===== src/rtl/cpu_pkg.sv =====
// Shared pipeline encodings: jump types and the memory-stage FSM states.
// Also defines the hold-register record that keeps a bus request stable while waiting.
package cpu_pkg;

  localparam logic [1:0] JT_NONE = 2'd0;
  localparam logic [1:0] JT_BEQ  = 2'd1;
  localparam logic [1:0] JT_BNE  = 2'd2;
  localparam logic [1:0] JT_J    = 2'd3;

  typedef enum logic {
    ST_IDLE = 1'b0,
    ST_WAIT = 1'b1
  } mem_state_e;

  typedef struct packed {
    logic        we;
    logic [31:0] addr;
    logic [31:0] wdata;
  } dmem_hold_t;

endpackage


===== src/rtl/mem_stage_if.sv =====
// Data-memory request/acknowledge bus. The memory stage is the master.
interface mem_stage_if;
  logic        req;
  logic        we;
  logic [31:0] addr;
  logic [31:0] wdata;
  logic        ack;
  logic [31:0] rdata;

  modport master (output req, we, addr, wdata, input ack, rdata);
  modport slave  (input req, we, addr, wdata, output ack, rdata);
endinterface


===== src/rtl/mem_wb_reg.sv =====
// MEM/WB pipeline register. A bubble clears the control bits and keeps the data fields;
// the load-data field only updates when a load completes.
module mem_wb_reg (
  input  logic        clk,
  input  logic        rst,
  input  logic        bubble,
  input  logic        wreg_d,
  input  logic        m2reg_d,
  input  logic [4:0]  wn_d,
  input  logic [31:0] alu_d,
  input  logic        mo_load,
  input  logic [31:0] mo_d,
  output logic        wreg,
  output logic        m2reg,
  output logic [4:0]  wn,
  output logic [31:0] alu_result,
  output logic [31:0] mo
);

  always_ff @(posedge clk) begin
    if (rst) begin
      wreg       <= 1'b0;
      m2reg      <= 1'b0;
      wn         <= '0;
      alu_result <= '0;
      mo         <= '0;
    end else if (bubble) begin
      wreg  <= 1'b0;
      m2reg <= 1'b0;
    end else begin
      wreg       <= wreg_d;
      m2reg      <= m2reg_d;
      wn         <= wn_d;
      alu_result <= alu_d;
      if (mo_load) mo <= mo_d;
    end
  end

endmodule


===== src/rtl/mem_stage.sv =====
// Memory-access stage: variable-latency load/store with stall and timeout,
// branch/jump resolution, and the MEM/WB boundary register.
module mem_stage
  import cpu_pkg::*;
#(
  parameter int TIMEOUT = 16
) (
  input  logic        clk,
  input  logic        rst,
  input  logic        MEMwreg,
  input  logic        MEMm2reg,
  input  logic        MEMwmem,
  input  logic        MEMisStoreHazards,
  input  logic [4:0]  MEMwn,
  input  logic [31:0] MEMaluResult,
  input  logic [31:0] MEMdi,
  input  logic [1:0]  MEMjumpType,
  input  logic [31:0] MEMjumpPc,
  input  logic        MEMzero,
  mem_stage_if.master dmem,
  output logic        stall,
  output logic        redirect,
  output logic [31:0] redirectPc,
  output logic        WBwreg,
  output logic        WBm2reg,
  output logic [4:0]  WBwn,
  output logic [31:0] WBaluResult,
  output logic [31:0] WBmo,
  output logic        err
);

  localparam int CW = $clog2(TIMEOUT + 1);
  typedef logic [CW-1:0] cnt_t;
  localparam cnt_t CNT_MAX = cnt_t'(TIMEOUT);

  mem_state_e  state;
  cnt_t        cnt;
  dmem_hold_t  hold;

  logic        access;
  logic [31:0] wb_result;
  logic [31:0] wdata_sel;
  logic        timeout_hit;

  logic        bus_req, bus_we;
  logic [31:0] bus_addr, bus_wdata;
  logic        wb_bubble, wb_mo_load, wb_wreg_d;

  assign access      = MEMm2reg | MEMwmem;
  assign wb_result   = WBm2reg ? WBmo : WBaluResult;
  assign wdata_sel   = MEMisStoreHazards ? wb_result : MEMdi;
  assign timeout_hit = (state == ST_WAIT) && !dmem.ack && (cnt == CNT_MAX);

  always_comb begin
    bus_req    = 1'b0;
    bus_we     = 1'b0;
    bus_addr   = '0;
    bus_wdata  = '0;
    stall      = 1'b0;
    wb_bubble  = 1'b0;
    wb_mo_load = 1'b0;
    wb_wreg_d  = MEMwreg;
    case (state)
      ST_IDLE: if (access) begin
        bus_req   = 1'b1;
        bus_we    = MEMwmem;
        bus_addr  = MEMaluResult;
        bus_wdata = wdata_sel;
        if (dmem.ack) begin
          wb_mo_load = MEMm2reg;
        end else begin
          stall     = 1'b1;
          wb_bubble = 1'b1;
        end
      end
      ST_WAIT: begin
        // Drive from the hold registers so the bus stays stable even if the WB
        // forwarding source changes underneath us.
        bus_req   = 1'b1;
        bus_we    = hold.we;
        bus_addr  = hold.addr;
        bus_wdata = hold.wdata;
        if (dmem.ack) begin
          wb_mo_load = MEMm2reg;
        end else if (timeout_hit) begin
          wb_wreg_d = 1'b0;
        end else begin
          stall     = 1'b1;
          wb_bubble = 1'b1;
        end
      end
      default: ;
    endcase
  end

  assign dmem.req   = bus_req;
  assign dmem.we    = bus_we;
  assign dmem.addr  = bus_addr;
  assign dmem.wdata = bus_wdata;

  always_ff @(posedge clk) begin
    if (rst) begin
      state <= ST_IDLE;
      cnt   <= '0;
      err   <= 1'b0;
      hold  <= '0;
    end else begin
      case (state)
        ST_IDLE: if (access) begin
          hold.we    <= MEMwmem;
          hold.addr  <= MEMaluResult;
          hold.wdata <= wdata_sel;
          if (!dmem.ack) begin
            state <= ST_WAIT;
            cnt   <= cnt_t'(1);
          end
        end
        ST_WAIT: begin
          if (dmem.ack || timeout_hit) begin
            state <= ST_IDLE;
            cnt   <= '0;
            if (timeout_hit) err <= 1'b1;
          end else begin
            cnt <= cnt + 1'b1;
          end
        end
        default: state <= ST_IDLE;
      endcase
    end
  end

  always_comb begin
    redirect = 1'b0;
    case (MEMjumpType)
      JT_BEQ:  redirect = MEMzero;
      JT_BNE:  redirect = ~MEMzero;
      JT_J:    redirect = 1'b1;
      default: redirect = 1'b0;
    endcase
  end

  assign redirectPc = MEMjumpPc;

  mem_wb_reg u_mem_wb (
    .clk        (clk),
    .rst        (rst),
    .bubble     (wb_bubble),
    .wreg_d     (wb_wreg_d),
    .m2reg_d    (MEMm2reg),
    .wn_d       (MEMwn),
    .alu_d      (MEMaluResult),
    .mo_load    (wb_mo_load),
    .mo_d       (dmem.rdata),
    .wreg       (WBwreg),
    .m2reg      (WBm2reg),
    .wn         (WBwn),
    .alu_result (WBaluResult),
    .mo         (WBmo)
  );

  // Load-with-write is not a legal encoding from decode.
  a_no_load_store: assert property (@(posedge clk) disable iff (rst) !(MEMm2reg && MEMwmem));

endmodule


===== src/flat_wrapper.sv =====
// flat-port wrapper written by rule: the top's interface ports become plain ports
module mem_stage_flat import cpu_pkg::*;
#(
  parameter int TIMEOUT = 16
)
  (clk, rst, MEMwreg, MEMm2reg, MEMwmem, MEMisStoreHazards, MEMwn, MEMaluResult, MEMdi, MEMjumpType, MEMjumpPc, MEMzero, stall, redirect, redirectPc, WBwreg, WBm2reg, WBwn, WBaluResult, WBmo, err, dmem_req, dmem_we, dmem_addr, dmem_wdata, dmem_ack, dmem_rdata);
  mem_stage_if dmem_i ();
  input  logic clk;
  input  logic rst;
  input  logic MEMwreg;
  input  logic MEMm2reg;
  input  logic MEMwmem;
  input  logic MEMisStoreHazards;
  input  logic [4:0] MEMwn;
  input  logic [31:0] MEMaluResult;
  input  logic [31:0] MEMdi;
  input  logic [1:0] MEMjumpType;
  input  logic [31:0] MEMjumpPc;
  input  logic MEMzero;
  output logic stall;
  output logic redirect;
  output logic [31:0] redirectPc;
  output logic WBwreg;
  output logic WBm2reg;
  output logic [4:0] WBwn;
  output logic [31:0] WBaluResult;
  output logic [31:0] WBmo;
  output logic err;
  output wire logic [$bits(dmem_i.req)-1:0] dmem_req;
  output wire logic [$bits(dmem_i.we)-1:0] dmem_we;
  output wire logic [$bits(dmem_i.addr)-1:0] dmem_addr;
  output wire logic [$bits(dmem_i.wdata)-1:0] dmem_wdata;
  input wire logic [$bits(dmem_i.ack)-1:0] dmem_ack;
  input wire logic [$bits(dmem_i.rdata)-1:0] dmem_rdata;
  assign dmem_req = dmem_i.req;
  assign dmem_we = dmem_i.we;
  assign dmem_addr = dmem_i.addr;
  assign dmem_wdata = dmem_i.wdata;
  assign dmem_i.ack = dmem_ack;
  assign dmem_i.rdata = dmem_rdata;
  mem_stage #(.TIMEOUT(TIMEOUT)) u_core (.clk(clk), .rst(rst), .MEMwreg(MEMwreg), .MEMm2reg(MEMm2reg), .MEMwmem(MEMwmem), .MEMisStoreHazards(MEMisStoreHazards), .MEMwn(MEMwn), .MEMaluResult(MEMaluResult), .MEMdi(MEMdi), .MEMjumpType(MEMjumpType), .MEMjumpPc(MEMjumpPc), .MEMzero(MEMzero), .dmem(dmem_i), .stall(stall), .redirect(redirect), .redirectPc(redirectPc), .WBwreg(WBwreg), .WBm2reg(WBm2reg), .WBwn(WBwn), .WBaluResult(WBaluResult), .WBmo(WBmo), .err(err));
endmodule

===== config.mk =====
export PLATFORM = sky130hd
export DESIGN_NAME = mem_stage_flat
export DESIGN_NICKNAME = d
export VERILOG_FILES = /design/src/rtl/cpu_pkg.sv /design/src/rtl/mem_stage_if.sv /design/src/rtl/mem_wb_reg.sv /design/src/rtl/mem_stage.sv /design/src/flat_wrapper.sv
export SDC_FILE = /design/constraint.sdc
export NUM_CORES = 1
export LEC_CHECK = 0
export CORE_AREA = 2 2 122 124
export DETAILED_ROUTE_END_ITERATION = 8
export DIE_AREA = 0 0 124 126
export DONT_BUFFER_PORTS = 1
export PLACE_DENSITY = 0.67
export SYNTH_ARGS = -nofsm -noshare
export SYNTH_HDL_FRONTEND = slang
export SYNTH_SLANG_ARGS = --single-unit
export TNS_END_PERCENT = 1

===== constraint.sdc =====
create_clock -name clk -period 1.41 [get_ports clk]
set_input_delay 0.282 -clock clk [delete_from_list [all_inputs] [get_ports clk]]
set_output_delay 0.282 -clock clk [all_outputs]
set_load 0.01 [all_outputs]

==> run metrics <==
core area=between 10000 and 15000 µm²; CP cell instances=buf_12 > mux2i_2 > a211o_1 > nand2_2; status=complete, but fails checks; Num CTS Buffers=17; routability cong.=roughly 0.78; min-delay src=rst; Worst Max-Slew Pin Slew=between 0.3 and 0.4 ns; grt total ovfl=0; Netlist Area Pre-Place=6686 µm²; Final setup violation count=just under 100; Post-Syn Area per Cell=~7.6 µm²; Pwr Density=around 1300 nW/µm²; Yosys top cell area share=42.81%; syn nets=roughly 1000; post-synthesis register bit count=approximately 140; Final #Nets=1096; fin crit share=131.0%; Setup WS post-layout=-0.4365 ns; leading area contributor after synthesis=dfxtp_1; initial antenna violation count=0; Hold Fails Final Rpt=43; largest net degree at the start of global routing=approximately 110; residual DRC count=0; HPWL after detailed placement=~13000 µm; Startpoint Class=flop; hold_ws=-0.06051 ns; Req. time, crit path=around 1.1 ns; max cap viols=0; # port buffers=0; Leak Pwr=3.800 nW; Detail Route Antenna Nets=0; initial core utilization=46.71%; Iteration-0 DRC Markers=roughly 420; hold path depth=1; CTS Buffer Depth=2; dpl cell area=around 7000 µm²; clk root buf=clkbuf_16; Buf/Inv on CP=1; Final Max Slew Viols=0; first-pass GRT wire length=between 30000 and 40000 µm; latest clock arrival within the worst-skew pair=between 0.4 and 0.5 ns; Final Cell Area=between 8000 and 9000 µm²; critical-path maximum fanout=13; register area share after synthesis=a little over two fifths; P&R area growth vs syn=29.66%; Mapped Cells=between 800 and 900; Total GRT Usage=between 20% and 30%; routed wire length=around 22000 µm; Yosys Warn Count=0; Hold EP=u_core.hold[34]; Clock Sinks=between 100 and 150; drt first pass iters=5; # fillers=between 1000 and 1500; reg2reg path depth=6; Die Height=about 130 µm; Hold Buf Count CTS=60; Max Fclk=~540 MHz; # IOs=roughly 320; Reg2Reg Capture Point=u_core.u_mem_wb.alu_result[3]; layout cells sized above 1=about a fifth; violated checks=negative hold slack, negative setup slack; delay-heaviest family, CP=flip-flops; H-tree depth=4; Reg clk slew, reported paths=about 0.060 ns; Vias/cell=around 5.5; Slew HR=about three quarters; drt wl/cell=about 19 µm; clk_skew=0.007919 ns; critical setup path kind=flop to output pin; Min-Delay Path Class=primary input to flop; Synth cell types=33; Die W=124 µm; minimum clock period after layout=roughly 1.8 ns; largest cells by area after synthesis=dfxtp_1 (43%), nand2_1 (20%), mux2i_1 (10%), a21oi_1 (7.4%), a211o_1 (4.2%); RSZ-0062 raised after global routing=true; Critical Path Sink Type=output pin; antenna cell count=0; Worst VDD drop=~680 µV; die area=about 16000 µm²; crit-path max cell delay=around 0.39 ns; vias in the first global route=just over 6000; Reg2Reg Launch Point=u_core.state; worst-path cell with the longest stage delay=dfxtp_4; Core Rows=44; CTS tree=built; DP Worst Slack=-0.07195 ns; vias post-DR=roughly 6300; critical path data arrival time=around 1.6 ns; R2R setup slack=-0.11 ns
## sequential cells by signal, summed over array words and instances, names as in the netlist
name	flops
u_core.u_mem_wb.m2reg	1
u_core.err	1
u_core.u_mem_wb.alu_result	32
u_core.hold	65
u_core.u_mem_wb.mo	32
u_core.u_mem_wb.wreg	1
u_core.cnt	5
u_core.state	1
u_core.u_mem_wb.wn	5
## metal layers
layer  GRT usage, %  routed length [µm]  part of all wire (%)
met3          8.107                1801                   8.4
met4          11.50                 586                   2.7
met2          47.38               10760                    50
met1          29.17                8362                    39
met5              0                   0                     0
## final cells by class
type / count / area (µm²) / area share [%]
Multi-Input combinational cell: 633 / 3461 / 39.92
Sequential cell: 143 / 2872 / 33.12
Timing Repair Buffer: 149 / 1496 / 17.26
Clock buffer: 19 / 442.9 / 5.109
Tap cell: 184 / 230.2 / 2.656
Clock inverter: 13 / 138.9 / 1.602
Inverter: 7 / 28.78 / 0.3319
## per-stage QoR
step / TNS, ns / util [%] / power, mW / cells
after global routing: -30.23 / 60.57 / 11.28 / 1148
after global placement: -1.115 / 49.73 / 6.178 / 1048
final: -24.33 / 60.57 / 10.88 / 1148
after CTS: -26.31 / 59.97 / 10.88 / 1147
after detailed placement: -1.934 / 49.73 / 6.205 / 1048
after floorplan: -3.861 / - / 5.806 / 882
## synthesized netlist by cell type
cell / instances
ha_1: 2
o21ba_2: 1
buf_4: 37
a211o_1: 32
mux2i_1: 69
and4_1: 2
nand2_1: 365
a2bb2oi_1: 1
nor2b_1: 2
and2_0: 1
inv_1: 6
clkinv_1: 1
dfxtp_1: 143
nand3_1: 8
nand2b_1: 2
nand4bb_1: 1
o32ai_1: 1
o21bai_1: 1
buf_8: 1
or3_1: 2
a21oi_1: 99
a311oi_1: 1
clkbuf_1: 40
o21a_1: 1
mux2_2: 2
o21bai_4: 1
buf_1: 2
a2bb2oi_4: 1
a31oi_1: 2
buf_2: 18
buf_6: 1
a41oi_1: 1
nor2_1: 35
## cells in the final DEF, fill, tap and decap left out, types with 2 or more instances in the layout
cell,n
nand3_1,8
and4_1,2
nand2_1,302
bufinv_16,2
mux2_2,2
nand2b_1,2
inv_6,2
inv_2,3
clkinvlp_4,5
mux2i_1,66
a211o_1,32
buf_4,72
nor2_1,35
nand2_2,63
clkbuf_16,17
a31oi_1,2
dlygate4sd3_1,60
dfxtp_1,138
bufbuf_16,2
inv_1,3
dfxtp_2,4
mux2i_2,3
a21oi_1,98
clkinv_2,3
buf_6,2
buf_12,12
## repair_timing
item	4_1_cts	5_1_grt
gates cloned	3	0
pin swaps	13	16
resized for setup	55	27
endpoints found under the hold margin	131	71
setup endpoints to repair	99	105
setup buffers	4	1
## logic make-up after synthesis
| logic type | Yosys count | share of synthesized area (%) |
|---|---|---|
| AND/OR/NAND/NOR | 418 | 24.14 |
| adder cells (fa/ha/maj) | 2 | 0.3742 |
| flip-flops | 143 | 42.81 |
| buffers and inverters | 106 | 8.645 |
| AO/OA/AOI/OAI | 142 | 13.36 |
| multiplexers | 71 | 10.67 |
## power breakdown
| part | total, mW | switching (mW) | internal [mW] |
|---|---|---|---|
| combinational | 1.93 | 1.07 | 0.863 |
| sequential | 4.52 | 0.194 | 4.33 |
| clock | 4.43 | 1.78 | 2.65 |
## worst max path at each step
stage                               start                             end  slack [ns]  depth (start not counted)
floorplan                   u_core.cnt[1]                           stall       -0.10                          8
global placement             u_core.state                   dmem_wdata[0]       -0.06                          4
detailed placement          u_core.cnt[0]  u_core.u_mem_wb.alu_result[14]       -0.07                          6
CTS                          u_core.state                  dmem_wdata[31]       -0.47                          4
global route        u_core.u_mem_wb.m2reg                  dmem_wdata[18]       -0.48                          4
finish              u_core.u_mem_wb.m2reg                  dmem_wdata[18]       -0.44                          4
## worst reg2reg max path: cells and delay by family, from the launching register on
family	cells	cell delay [ns]
buffers and inverters	3	0.46
AO/OA/AOI/OAI	2	0.38
flip-flops	1	0.36
multiplexers	1	0.24
No activity file was read; power rests on OpenSTA's default activity.
